<file path="config.mk">
export PLATFORM = sky130hd
export DESIGN_NAME = sensor_conditioner
export DESIGN_NICKNAME = d
export VERILOG_FILES = /design/src/rtl/sensor_conditioner.sv
export SDC_FILE = /design/constraint.sdc
export NUM_CORES = 1
export LEC_CHECK = 0
export CAP_MARGIN = 20
export CORE_ASPECT_RATIO = 1.5
export CORE_MARGIN = 3
export CORE_UTILIZATION = 50
export DETAILED_ROUTE_END_ITERATION = 16
export GPL_TIMING_DRIVEN = 0
export PLACE_DENSITY = 0.8
export SYNTH_ARGS = -nofsm -noshare
export SYNTH_HDL_FRONTEND = slang
export SYNTH_SLANG_ARGS = --single-unit
</file>
<file path="constraint.sdc">
create_clock -name clk -period 1.97 [get_ports clk]
set_clock_uncertainty 0.05 [all_clocks]
set_input_delay 0.394 -clock clk [delete_from_list [all_inputs] [get_ports clk]]
set_output_delay 0.394 -clock clk [all_outputs]
set_load 0.03 [all_outputs]
</file>
<file path="src/rtl/sensor_conditioner.sv">
// Purpose : per-channel sync + debounce + rise/fall pulses + stuck-high flag for track sensors.
// Latency : level/pulse change on the (DEBOUNCE_CYCLES+2)th edge after the raw change is first sampled.
// Backpress: none; free-running per-cycle pipeline, every channel updates every clock.
//
// Ports:
//   clk, rst_n      - system clock, asynchronous active-low reset
//   sensor_raw      - raw asynchronous sensor inputs (bit0 = S1)
//   sensor_level    - debounced level
//   sensor_rise     - one-cycle pulse on accepted 0->1
//   sensor_fall     - one-cycle pulse on accepted 1->0
//   sensor_stuck    - set after STUCK_CYCLES continuous accepted-high cycles, cleared with the fall
//   any_event       - OR of all rise and fall bits
module sensor_conditioner #(
    parameter int N_SENSORS       = 6,
    parameter int DEBOUNCE_CYCLES = 4,
    parameter int STUCK_CYCLES    = 1000
) (
    input  logic                 clk,
    input  logic                 rst_n,
    input  logic [N_SENSORS-1:0] sensor_raw,
    output logic [N_SENSORS-1:0] sensor_level,
    output logic [N_SENSORS-1:0] sensor_rise,
    output logic [N_SENSORS-1:0] sensor_fall,
    output logic [N_SENSORS-1:0] sensor_stuck,
    output logic                 any_event
);

    localparam int CNT_W = $clog2(DEBOUNCE_CYCLES) + 1;
    localparam int STK_W = $clog2(STUCK_CYCLES) + 1;
    localparam logic [CNT_W-1:0] CNT_LAST = CNT_W'(DEBOUNCE_CYCLES - 1);
    localparam logic [CNT_W-1:0] CNT_ONE  = CNT_W'(1);
    localparam logic [STK_W-1:0] STK_MAX  = STK_W'(STUCK_CYCLES);
    localparam logic [STK_W-1:0] STK_ONE  = STK_W'(1);

    typedef enum logic [1:0] {
        ST_LOW       = 2'd0,
        ST_PEND_HIGH = 2'd1,
        ST_HIGH      = 2'd2,
        ST_PEND_LOW  = 2'd3
    } state_t;

    // Two-flop synchronizer; r_sync2 is the clean sample the debouncers see.
    logic [N_SENSORS-1:0] r_sync1;
    logic [N_SENSORS-1:0] r_sync2;

    always_ff @(posedge clk or negedge rst_n) begin
        if (!rst_n) begin
            r_sync1 <= '0;
            r_sync2 <= '0;
        end else begin
            r_sync1 <= sensor_raw;
            r_sync2 <= r_sync1;
        end
    end

    for (genvar g = 0; g < N_SENSORS; g++) begin : g_ch
        state_t           r_state;
        logic [CNT_W-1:0] r_cnt;
        logic [STK_W-1:0] r_stk;
        logic             r_level;
        logic             r_rise;
        logic             r_fall;
        logic             r_stuck;

        logic             w_s;
        logic             w_in_high;
        logic             w_accept_fall;
        logic [STK_W-1:0] w_stk_inc;

        assign w_s           = r_sync2[g];
        assign w_in_high     = (r_state == ST_HIGH) || (r_state == ST_PEND_LOW);
        assign w_accept_fall = (r_state == ST_PEND_LOW) && !w_s && (r_cnt == CNT_LAST);
        // Saturate so a sensor held high forever never wraps back below threshold.
        assign w_stk_inc     = (r_stk == STK_MAX) ? r_stk : (r_stk + STK_ONE);

        always_ff @(posedge clk or negedge rst_n) begin
            if (!rst_n) begin
                r_state <= ST_LOW;
                r_cnt   <= '0;
                r_stk   <= '0;
                r_level <= 1'b0;
                r_rise  <= 1'b0;
                r_fall  <= 1'b0;
                r_stuck <= 1'b0;
            end else begin
                r_rise <= 1'b0;
                r_fall <= 1'b0;

                case (r_state)
                    ST_LOW: begin
                        if (w_s) begin
                            r_state <= ST_PEND_HIGH;
                            r_cnt   <= CNT_ONE;
                        end
                    end
                    ST_PEND_HIGH: begin
                        if (!w_s) begin
                            r_state <= ST_LOW;
                            r_cnt   <= '0;
                        end else if (r_cnt == CNT_LAST) begin
                            r_state <= ST_HIGH;
                            r_cnt   <= '0;
                            r_level <= 1'b1;
                            r_rise  <= 1'b1;
                        end else begin
                            r_cnt <= r_cnt + CNT_ONE;
                        end
                    end
                    ST_HIGH: begin
                        if (!w_s) begin
                            r_state <= ST_PEND_LOW;
                            r_cnt   <= CNT_ONE;
                        end
                    end
                    ST_PEND_LOW: begin
                        if (w_s) begin
                            r_state <= ST_HIGH;
                            r_cnt   <= '0;
                        end else if (r_cnt == CNT_LAST) begin
                            r_state <= ST_LOW;
                            r_cnt   <= '0;
                            r_level <= 1'b0;
                            r_fall  <= 1'b1;
                        end else begin
                            r_cnt <= r_cnt + CNT_ONE;
                        end
                    end
                    default: begin
                        r_state <= ST_LOW;
                        r_cnt   <= '0;
                    end
                endcase

                // Stuck count runs while the accepted level is high (a pending low
                // still counts); the flag drops on the same edge the fall is accepted.
                if (w_in_high && !w_accept_fall) begin
                    r_stk   <= w_stk_inc;
                    r_stuck <= (w_stk_inc == STK_MAX);
                end else begin
                    r_stk   <= '0;
                    r_stuck <= 1'b0;
                end
            end
        end

        assign sensor_level[g] = r_level;
        assign sensor_rise[g]  = r_rise;
        assign sensor_fall[g]  = r_fall;
        assign sensor_stuck[g] = r_stuck;
    end

    assign any_event = |(sensor_rise | sensor_fall);

endmodule

</file>
# Yosys cells after proc, flatten, opt, wreduce, memory -nomap -nowiden
# Cells that the tools add are included.
# classes
add_sub_neg	12
eq_ne	84
n_mux	156
bitwise_logic	1
n_reduce_logical	67
# ops
cell	count
$eq 11x10->1 const B	12
$mux 11	12
$mux 3	30
$mux 2	36
$pmux 3 s4	6
$add 11x1->11 const B	6
$mux 1	60
$ne 2x2->1 const B	30
$pmux 2 s4	6
$reduce_and 5->1	6
$eq 2x2->1 const B	12
$reduce_and 4->1	6
$add 3x1->3 const B	6
$eq 3x2->1 const B	6
$logic_and 1x1->1	18
$ne 3x2->1 const B	6
$ne 3x3->1 const B	6
$eq 2x1->1 const B	6
$logic_not 1->1	12
$logic_not 2->1	6
$ne 2x1->1 const B	6
$pmux 1 s2	6
$reduce_and 2->1	6
$reduce_bool 2->1	6
other kinds (3)	8
# word_totals
regBits	132
in_bits	8
out_inout_bits	25
elab_cells	364

# Logic depth before layout (Yosys ltp)
# depth
word_depth	6
depth_mapped	8
depth_no_buf	7

# Worst setup path after synthesis
# Ideal clock, no wire load.
# synth_path
path_type	register -> register
startpoint	register g_ch[3].r_stk[0]
endpoint	register g_ch[3].r_stuck
setup_time_ps	96
arrival_ps	1680
t_required_ps	1824
path_slack_ps	144
path_stages_with_launch	8
path_buffers	1
period_less_slack_ps	1826
path_cell_list	dfrtp_1 > ha_1 > buf_2 > nand2b_1 > o32a_2 > o21ai_1 > o211ai_2 > a311oi_2
# synth_via
elab_chain_cells	4
word_cells_on_any_way	5
classes_between	add/sub (1); eq/ne (2); mux (2)
# synth_lines
item	line_no	source
start: declaration	59	logic [STK_W-1:0] r_stk;
start signal: assignment	137	r_stk <= w_stk_inc;
$add 11x1->11 or $eq 11x10->1 (tied branches)	74	assign w_stk_inc = (r_stk == STK_MAX) ? r_stk : (r_stk + STK_ONE);
$mux 11 *	74	
$eq 11x10->1 *	138	r_stuck <= (w_stk_inc == STK_MAX);
$mux 1 *	136	if (w_in_high && !w_accept_fall) begin
end signal: assignment	138	
end: declaration	63	logic r_stuck;
# Mark *: on every way between the ends. The rest lies on a longest branch, timed or not.
# A chain may end at the register's enable or synchronous reset.

# Worst setup path in the final report
# layout_path
startpoint	register g_ch[3].r_stuck
endpoint	output sensor_stuck[3]
# layout_lines
item	line_no	source
end: declaration	24	output logic [N_SENSORS-1:0] sensor_stuck,
# No word-level cell between the ends.

==> out/summary.md <==
## Setup path
- clkdlybuf4s50_1 — slowest CP cell
- output port — endpoint kind of the worst setup timing path
- register to output port — classification of the worst setup path
- register — kind of start point of the critical path
- 1 — largest fanout on the critical path
- 1.53 ns — WP data required
- 0.66 ns — stage delay of the slowest cell on the critical path
- 1.48 ns — critical path arrival
- buf_4 -> clkdlybuf4s50_1 — cells along the critical path

## Synthesis
- 725 — number of nets produced by synthesis
- 0.00682 mm2 — area of the mapped netlist
- 48.4% — sequential fraction of the synthesis area
- 0 — synthesis warning total
- 60 — post-synth cell types
- dfrtp_1 — primary flip-flop cell chosen by synthesis mapping
- dfrtp_1 (48%), nor2_1 (4.5%), xor2_1 (3.9%), xnor2_1 (3.5%), ha_1 (3.3%) — largest cells by area after synthesis
- 48.4% — share of Yosys cell area claimed by the top area cell type
- 132 — Synth Register Bits
- dfrtp_1 — library cell occupying the most area in the post-synthesis netlist
- 9.76 um2 — Syn Area/Cell
- 100% — fraction of registers with async set/reset
- 699 — post-synthesis cell count
- 0 — number of enable flip-flop cells after synthesis

## Placement
- 0.00737 mm2 — placed cell area
- 0.907 — final weighted congestion in routability-driven placement
- -0.0476 ns — minimum setup slack after placement
- 891 — number of cells after detailed placement
- 32 — number of port buffers
- 9.25 mm — final HPWL from detailed placement

## Clock network
- yes — clock tree from TritonCTS
- 132 — clock sink total
- 17 — number of buffers created by CTS
- clkbuf_16 — cell chosen for the clock root
- 2 — Clock Tree Buf Depth
- 0.06 ns — clock transition time at the flip-flop clock pins of the worst setup and hold paths
- 0.42 ns — Clock Latency Late Sink
- 4 — number of levels in the clock H-tree

## Power
- 3.57 nW — leakage component of the power
- 1130 mW/mm2 — Pwr per Cell Area
- 0.000609 V — peak ir drop on the vdd network

## Drt
- 5,255 — via count
- 5.64 — mean number of vias per cell
- 14.6 um — average wire length per cell after detail routing
- 0 — ANT nets after route
- 0 — DR DRC count
- 526 um — routed length on met3
- 5 — TritonRoute pass-1 iters
- 215 — violation count after the first detailed-route iteration
- 13.6 mm — aggregate routed wire length
- met4 — highest routed layer
- 7.42 mm — met2 wire len
- 5.34 mm — Post-Route M1 WL

## Finish
- 0.00331 mm2 — Storage cell area
- 0.00309 mm2 — area of combinational cells with multiple inputs
- dfrtp_1 — leading cell type in the layout, fill and taps excluded
- 16.2% — fraction of final layout cells with drive strength greater than 1
- 17.9% — Area Growth Syn to Fin
- dfrtp_1 (128), nor2_1 (81), nand2_1 (42) — most frequent cells in the layout
- 0 — Antenna Diode Count
- 785 — final net count
- 61.2% — post-route core utilization
- 1,040 — fill cell instance count of the final layout
- 0.00804 mm2 — post-route cell area
- 931 — filler-free cell count of the finished design

## Global routing
- 5,273 — vias in the first global route
- 105 — pin count of the biggest net entering global routing
- 19.3% — All-Layer GR Usage
- 23.4 mm — wire length of the first global-routing pass
- 0 — total overflow reported by the global router
- 0 — antenna violations before repair

## STA
- 0 — # setup viols final
- 0.521 ns — Tightest Pin Transition
- 0 — Hold Fails Final Rpt
- 97.8% — share of the cycle needed by the critical path after routing
- 1.93 ns — fin crit period
- 519 MHz — Highest Clock Rate
- 0 ns — Total Negative Setup Slacks
- 0.0439 ns — Setup WS post-layout
- 65.2% — Max transition margin
- 0 — final number of max-transition violations

## Worst hold path
- register to register — type of the most critical hold path

## Floorplan
- 33 — top-level I/O count
- 0.0151 mm2 — area enclosed by the die boundary
- 149 um — die outline height
- 51.9% — effective utilization at floorplan
- 101 um — overall die width
- 51 — row cnt
- 0.0131 mm2 — area inside the core boundary

## Flow run
- 0 — max cap viols

## Outcome
- finished clean — outcome

state kept, by name, summed over array words and instances (netlist names), named ones only:
name	flops
g_ch.r_state	6
g_ch.r_stuck	6
r_sync1	6
g_ch.r_rise	6
g_ch.r_cnt	18
g_ch.r_fall	6
g_ch.r_level	6
r_sync2	6
g_ch.r_stk	66
metal layers:
layer	up-vias	track usage, %
met5	-	0
met4	0	8.72
met3	28	3.84
met2	140	34.6
met1	2573	21.6
li1	2514	-
cells in the mapped netlist (7+ instances only):
cell and number:
a21oi_1 27, a31oi_1 7, and4_1 7, buf_2 20
buf_4 24, clkbuf_1 9, dfrtp_1 132, ha_1 18
inv_1 39, mux2_2 9, nand2_1 42, nand2b_1 8
nand3_1 34, nand3b_1 10, nand4_1 23, nor2_1 81
nor2b_1 10, nor3b_1 16, nor4_1 8, o211ai_1 7
o21ai_0 25, or3_1 11, xnor2_1 27, xor2_1 30
final timing paths:
check / from / to / slack [ns] / cells after the start
setup / recovery: g_ch[3].r_stuck / sensor_stuck[3] / 0.04 / 2
hold / removal: r_sync1[4] / r_sync2[4] / 0.31 / 0
setup reg to reg: g_ch[5].r_stk[0] / g_ch[5].r_stuck / 0.05 / 6
hold reg to reg: r_sync1[4] / r_sync2[4] / 0.31 / 0
max in group asynchronous: rst_n / g_ch[0].r_stk[0] / 0.69 / 3
min in group asynchronous: rst_n / g_ch[1].r_stk[4] / 0.36 / 2
final cells by class:
type                            count  share of cell area, %
Buffer                             53                   4.00
Multi-Input combinational cell    474                   38.4
Tap cell                          159                   2.47
Inverter                           40                   1.87
Clock buffer                       19                   5.63
Sequential cell                   132                   41.1
Timing Repair Buffer               41                   4.96
Clock inverter                     13                   1.56
per-stage QoR:
step	hold slack, ns	power, W
3_3_place_gp	0.296	0.00582
3_5_place_dp	0.237	0.00603
6_report	0.306	0.00907
4_1_cts	0.307	0.00911
2_1_floorplan	0.0484	0.00529
5_1_grt	0.319	0.00961
worst max-delay path, delay by kind of cell, from the launching register on:
kind / cells / cell delay (ns)
buffers and inverters: 2 / 0.75
DFF: 1 / 0.32
where the power goes:
group	switching (W)	internal [W]
sequential	0.000453	0.00316
clock	0.00123	0.00182
combinational	0.00142	0.000997
logic make-up (layout without fill, tap and decap cells):
kind of cell	count (synthesis)	in the layout	synth area share (%)
AND/OR/NAND/NOR	285	285	22.5
flip-flops	132	132	48.4
AO/OA/AOI/OAI	102	102	9.70
buffers and inverters	93	166	6.80
XOR/XNOR	57	57	7.32
adder cells (fa/ha/maj)	18	18	3.30
multiplexers	12	12	1.93
repair_timing:
item                                   4_1_cts  5_1_grt
setup endpoints to repair                   21       31
pin swaps                                    0        7
hold buffers                                 1        0
endpoints found under the hold margin       28        0
resized for setup                           23       20
setup buffers                                4        3
No activity file was read; power rests on OpenSTA's default activity.
